$ cat src/rtl/cfg_loader_if.sv
// Handshake and shift-chain signal bundle for cfg_loader.
// The master side drives the request and serial bits; the slave side (the loader) drives the rest.
interface cfg_loader_if;
    logic start;
    logic abort;
    logic bit_in;
    logic bit_valid;
    logic bit_ready;
    logic sr_cfg;
    logic sr_shift;
    logic sr_clr;
    logic cfg_en;
    logic busy;
    logic err;

    modport master (
        output start, abort, bit_in, bit_valid,
        input  bit_ready, sr_cfg, sr_shift, sr_clr, cfg_en, busy, err
    );

    modport slave (
        input  start, abort, bit_in, bit_valid,
        output bit_ready, sr_cfg, sr_shift, sr_clr, cfg_en, busy, err
    );
endinterface

$ cat src/rtl/cfg_loader.sv
// Serial configuration loader: clears the chain, shifts in LEN bits, then checks one even-parity bit.
// cfg_en is raised only after a load whose parity check succeeds.
module cfg_loader #(
    parameter int LEN = 8
) (
    input  logic         clk,
    input  logic         res,
    cfg_loader_if.slave  lif
);

    localparam int CW = $clog2(LEN + 1);

    typedef enum logic [1:0] {
        IDLE,
        CLEAR,
        LOAD,
        PAR
    } state_t;

    state_t        state_q;
    state_t        state_d;
    logic [CW-1:0] cnt_q;
    logic          acc_q;
    logic          cfg_en_q;
    logic          err_q;
    logic          sr_cfg_q;
    logic          sr_shift_q;

    logic          busy;
    logic          ready;
    logic          xfer;
    logic          last_bit;
    logic          par_bad;

    assign busy     = (state_q != IDLE);
    // An abort withdraws ready, so a same-cycle bit is never accepted by either side.
    assign ready    = ((state_q == LOAD) || (state_q == PAR)) && !lif.abort;
    assign xfer     = lif.bit_valid && ready;
    assign last_bit = (cnt_q == CW'(LEN - 1));
    assign par_bad  = acc_q ^ lif.bit_in;

    assign lif.bit_ready = ready;
    assign lif.busy      = busy;
    assign lif.sr_clr    = (state_q == CLEAR);
    assign lif.sr_cfg    = sr_cfg_q;
    assign lif.sr_shift  = sr_shift_q;
    assign lif.cfg_en    = cfg_en_q;
    assign lif.err       = err_q;

    // NOTE: sequential state uses <= so every register samples pre-edge values together.
    always_ff @(posedge clk) begin
        if (res) begin
            state_q <= IDLE;
        end else begin
            state_q <= state_d;
        end
    end

    // NOTE: state_d gets its default first so no path leaves it unassigned (no latch).
    always_comb begin
        state_d = state_q;
        unique case (state_q)
            IDLE:    if (lif.start) state_d = CLEAR;
            CLEAR:   state_d = LOAD;
            LOAD:    if (xfer && last_bit) state_d = PAR;
            PAR:     if (xfer) state_d = IDLE;
            default: state_d = IDLE;
        endcase
        if (busy && lif.abort) begin
            state_d = CLEAR;
        end
    end

    always_ff @(posedge clk) begin
        if (res) begin
            cnt_q      <= '0;
            acc_q      <= 1'b0;
            cfg_en_q   <= 1'b0;
            err_q      <= 1'b0;
            sr_cfg_q   <= 1'b0;
            sr_shift_q <= 1'b0;
        end else begin
            sr_shift_q <= 1'b0;
            unique case (state_q)
                CLEAR: begin
                    cnt_q    <= '0;
                    acc_q    <= 1'b0;
                    cfg_en_q <= 1'b0;
                    err_q    <= 1'b0;
                end
                LOAD: begin
                    if (xfer) begin
                        cnt_q      <= cnt_q + 1'b1;
                        acc_q      <= acc_q ^ lif.bit_in;
                        sr_cfg_q   <= lif.bit_in;
                        sr_shift_q <= 1'b1;
                    end
                end
                PAR: begin
                    if (xfer) begin
                        cfg_en_q <= ~par_bad;
                        err_q    <= par_bad;
                    end
                end
                default: ;
            endcase
        end
    end

endmodule

$ cat src/flat_wrapper.sv
// flat-port wrapper written by rule: the top's interface ports become plain ports
module cfg_loader_flat 
#(
    parameter int LEN = 8
)
  (clk, res, lif_start, lif_abort, lif_bit_in, lif_bit_valid, lif_bit_ready, lif_sr_cfg, lif_sr_shift, lif_sr_clr, lif_cfg_en, lif_busy, lif_err);
  cfg_loader_if lif_i ();
  input  logic clk;
  input  logic res;
  input wire logic [$bits(lif_i.start)-1:0] lif_start;
  input wire logic [$bits(lif_i.abort)-1:0] lif_abort;
  input wire logic [$bits(lif_i.bit_in)-1:0] lif_bit_in;
  input wire logic [$bits(lif_i.bit_valid)-1:0] lif_bit_valid;
  output wire logic [$bits(lif_i.bit_ready)-1:0] lif_bit_ready;
  output wire logic [$bits(lif_i.sr_cfg)-1:0] lif_sr_cfg;
  output wire logic [$bits(lif_i.sr_shift)-1:0] lif_sr_shift;
  output wire logic [$bits(lif_i.sr_clr)-1:0] lif_sr_clr;
  output wire logic [$bits(lif_i.cfg_en)-1:0] lif_cfg_en;
  output wire logic [$bits(lif_i.busy)-1:0] lif_busy;
  output wire logic [$bits(lif_i.err)-1:0] lif_err;
  assign lif_i.start = lif_start;
  assign lif_i.abort = lif_abort;
  assign lif_i.bit_in = lif_bit_in;
  assign lif_i.bit_valid = lif_bit_valid;
  assign lif_bit_ready = lif_i.bit_ready;
  assign lif_sr_cfg = lif_i.sr_cfg;
  assign lif_sr_shift = lif_i.sr_shift;
  assign lif_sr_clr = lif_i.sr_clr;
  assign lif_cfg_en = lif_i.cfg_en;
  assign lif_busy = lif_i.busy;
  assign lif_err = lif_i.err;
  cfg_loader #(.LEN(LEN)) u_core (.clk(clk), .res(res), .lif(lif_i));
endmodule
$ cat config.mk
export PLATFORM = sky130hd
export DESIGN_NAME = cfg_loader_flat
export DESIGN_NICKNAME = d
export VERILOG_FILES = /design/src/rtl/cfg_loader_if.sv /design/src/rtl/cfg_loader.sv /design/src/flat_wrapper.sv
export SDC_FILE = /design/constraint.sdc
export NUM_CORES = 1
export LEC_CHECK = 0
export BUFFER_PORTS_ARGS = -buffer_cell sky130_fd_sc_hd__buf_2
export CORE_AREA = 10 10 47 49
export DETAILED_ROUTE_END_ITERATION = 16
export DIE_AREA = 0 0 57 59
export PLACE_DENSITY = 0.7
export SLEW_MARGIN = 0
export SYNTH_ARGS = -nofsm -noshare
export SYNTH_HDL_FRONTEND = slang
export SYNTH_SLANG_ARGS = --single-unit
$ cat constraint.sdc
create_clock -name clk -period 1.7 [get_ports clk]
set_input_delay 0.085 -clock clk [delete_from_list [all_inputs] [get_ports clk]]
set_output_delay 0.085 -clock clk [all_outputs]
set_load 0.005 [all_outputs]
==> reports/qor.yml <==
outcome:
  status: "finished, final reports clean"
critical_path:
  timing.rr.start: "u_core.state_q[0]"
  cp.arrival_ns: 1.68
  reg2reg_to: "u_core.state_q[1]"
  worstPathRequired_ns: 1.87
  cp-start-kind: "flop"
  r2r_setup_slack_ns: 0.19
  crit_end: "u_core.state_q[1]"
  worstPathMaxFanout: 4
  crit_path_end_kind: "flop"
  reg2reg_depth: 6
  path_class: "flop to flop"
  crit_path_start: "u_core.state_q[0]"
synth:
  synth_top_family_by_area: "simple AND/OR/NAND/NOR gates"
  async_flop_share: 0
  synthSimpleGateAreaFrac: 0.229
  syn_area_um2: 628
  synth-xor-area-share: 0.0139
  synth_flop_cell: "dfxtp_1"
  ys_seq_area_frac: 0.351
  synthTopCellsByArea: "dfxtp_1, ha_1, a21oi_1, nor2_1, buf_6"
  yosysUniqueCellTypes: 27
  syn_nets: 83
  yosysTopAreaCell: "dfxtp_1"
  syn_avg_cell_area_um2: 8.85
  synth_mux_area_frac: 0.0319
  yosysWarnings: 0
  syn_inst: 71
  yosys.area_share.adder: 0.120
  yosysTopAreaCellShare: 0.351
  synth_seq_cells: 11
  synth-compound-area-share: 0.187
  synth_edf_count: 0
finish:
  fin_nets: 98
  diodes: 0
  layout-drive-gt1-share: 0.247
  final_cells: 101
  final_common_cell: "buf_2"
  layout_common_cells: "buf_2, dfxtp_1, nor2_1"
  multi_input_area_um2: 365
  syn_to_final_growth_pct: 13.9
  n_fill_cell: 145
  seq_area_um2: 220
timing:
  fin_skew_ns: 0.00787
  rsz0062_at_grt: "false"
  holdWs_ns: 0.101
  fmax_mhz: 661
  finalCritPeriodShare: 0.890
  max-slew-margin-rel: 0.749
  setup_tns_ns: 0
  finalHoldViolations: 0
  finalCriticalPeriod_ns: 1.51
  fin_ws_ns: 0.187
  finalMaxSlewViolations: 0
  setup_violations: 0
  worst_pin_slew_ns: 0.375
die:
  die_w_um: 57
  core_area_mm2: 0.00140
  initial_core_util: 0.448
  die_y_um: 59
  num_rows: 14
  die-area_mm2: 0.00336
  boundaryPins: 13
global_route:
  grt_overflow: 0
  grt_max_degree: 12
  grt_pass1_wl_mm: 2.16
  grt_pass1_vias: 528
  grt_antenna_before_repair: 0
  track_usage: 0.0794
place:
  place_inst: 97
  hpwl_mm: 1.00
  gp_congestion: 0.746
  pre_cts_slack_ns: 0.187
  io_buffer_count: 12
power_and_ir_drop:
  irDropWorstVdd_v: 0.000742
  p_leak_nw: 0.323
  power_uw: 966
  powerDensity_mw_per_mm2: 1350
clocking:
  cts_sinks: 11
  clockRootBuffer: "clkbuf_4"
  cts_setup_buffers: 0
  cts_resized: 0
  cts_max_level: 1
  clkTransAtPathRegs_ns: 0.08
  cts_tree: "yes"
  clk_latency_ns: 0.27
  ctsHoldBuffers: 0
  clockBufferDepth: 2
  cts_made_buffers: 3
run:
  drv_cap: 0
min_path:
  hp-start: "lif_bit_in"
  hold_path_class: "input port to flop"
route:
  drt_iter0_drc: 11
  drt.antenna.violating_nets: 0
  vias: 523
  dr.pass1.iters: 4
  post_drt_wl_per_cell_um: 12.5
  drcViolationCount: 0
  routed_wl_mm: 1.26
  via_per_inst: 5.18
[worst max-delay path: stages (launching register included)]
cell     delay (ns)
dfxtp_1        0.38
inv_1          0.10
ha_1           0.24
nor2_1         0.16
o221a_4        0.23
mux2i_1        0.22
nor3_2         0.06
[where the power goes]
group | internal, mW | switching, mW | leakage (nW) | total (mW)
Combinational | 0.221 | 0.250 | 0.216 | 0.471
Sequential | 0.289 | 0.0282 | 0.0891 | 0.317
Clock | 0.0872 | 0.0916 | 0.0177 | 0.179
Total | 0.597 | 0.370 | 0.323 | 0.966
[worst min-delay path by stage]
stage / endpoint / slack (ns) / cells past startpoint
2_1_floorplan: u_core.cnt_q[2] / 0.16 / 1
3_3_place_gp: u_core.lif.sr_cfg / 0.37 / 3
3_5_place_dp: u_core.lif.sr_cfg / 0.38 / 3
4_1_cts: u_core.lif.sr_cfg / 0.09 / 3
6_report: u_core.lif.sr_cfg / 0.10 / 3
5_1_grt: u_core.lif.sr_cfg / 0.12 / 3
[cell usage after synthesis, types with 2 or more instances]
cell type  instances
dfxtp_1           11
nor2_1             9
ha_1               6
mux2i_1            2
buf_6              2
nor3_1             4
inv_1              4
nand2_1            5
a21oi_1            7
o21ai_0            3
nand3b_1           2
[routing by layer]
layer,vias up,share of wire,track usage
met2,9,0.47,0.132
li1,274,-,-
met3,2,0.048,0.0408
met1,238,0.48,0.0839
met4,0,0.0063,0.0302
met5,-,0,0
[through the flow]
step | util | cell area [µm²]
after floorplan | - | 628
after global placement | 0.491 | 688
final | 0.511 | 716
after global routing | 0.511 | 716
after CTS | 0.511 | 716
after detailed placement | 0.491 | 688
[sequential cells by signal (all words and copies together) (netlist names)]
name                 cells
u_core.lif.sr_shift      1
u_core.acc_q             1
u_core.lif.sr_cfg        1
u_core.cnt_q             4
u_core.state_q           2
u_core.lif.err           1
u_core.lif.cfg_en        1
[layout make-up]
cell class / instances / share of cell area
clock inverter: 1 / 0.00699
multi-input combinational: 53 / 0.510
sequential: 11 / 0.308
tap: 16 / 0.0280
clock buffer: 3 / 0.0315
inverter: 4 / 0.0210
timing repair buffer: 13 / 0.0944
[cell families after synthesis]
family | Yosys count
adder cells (fa/ha/maj) | 6
buffers and inverters | 7
XOR/XNOR | 1
AO/OA/AOI/OAI | 17
AND/OR/NAND/NOR | 27
flip-flops | 11
multiplexers | 2
(Power assumes the default switching activity.)
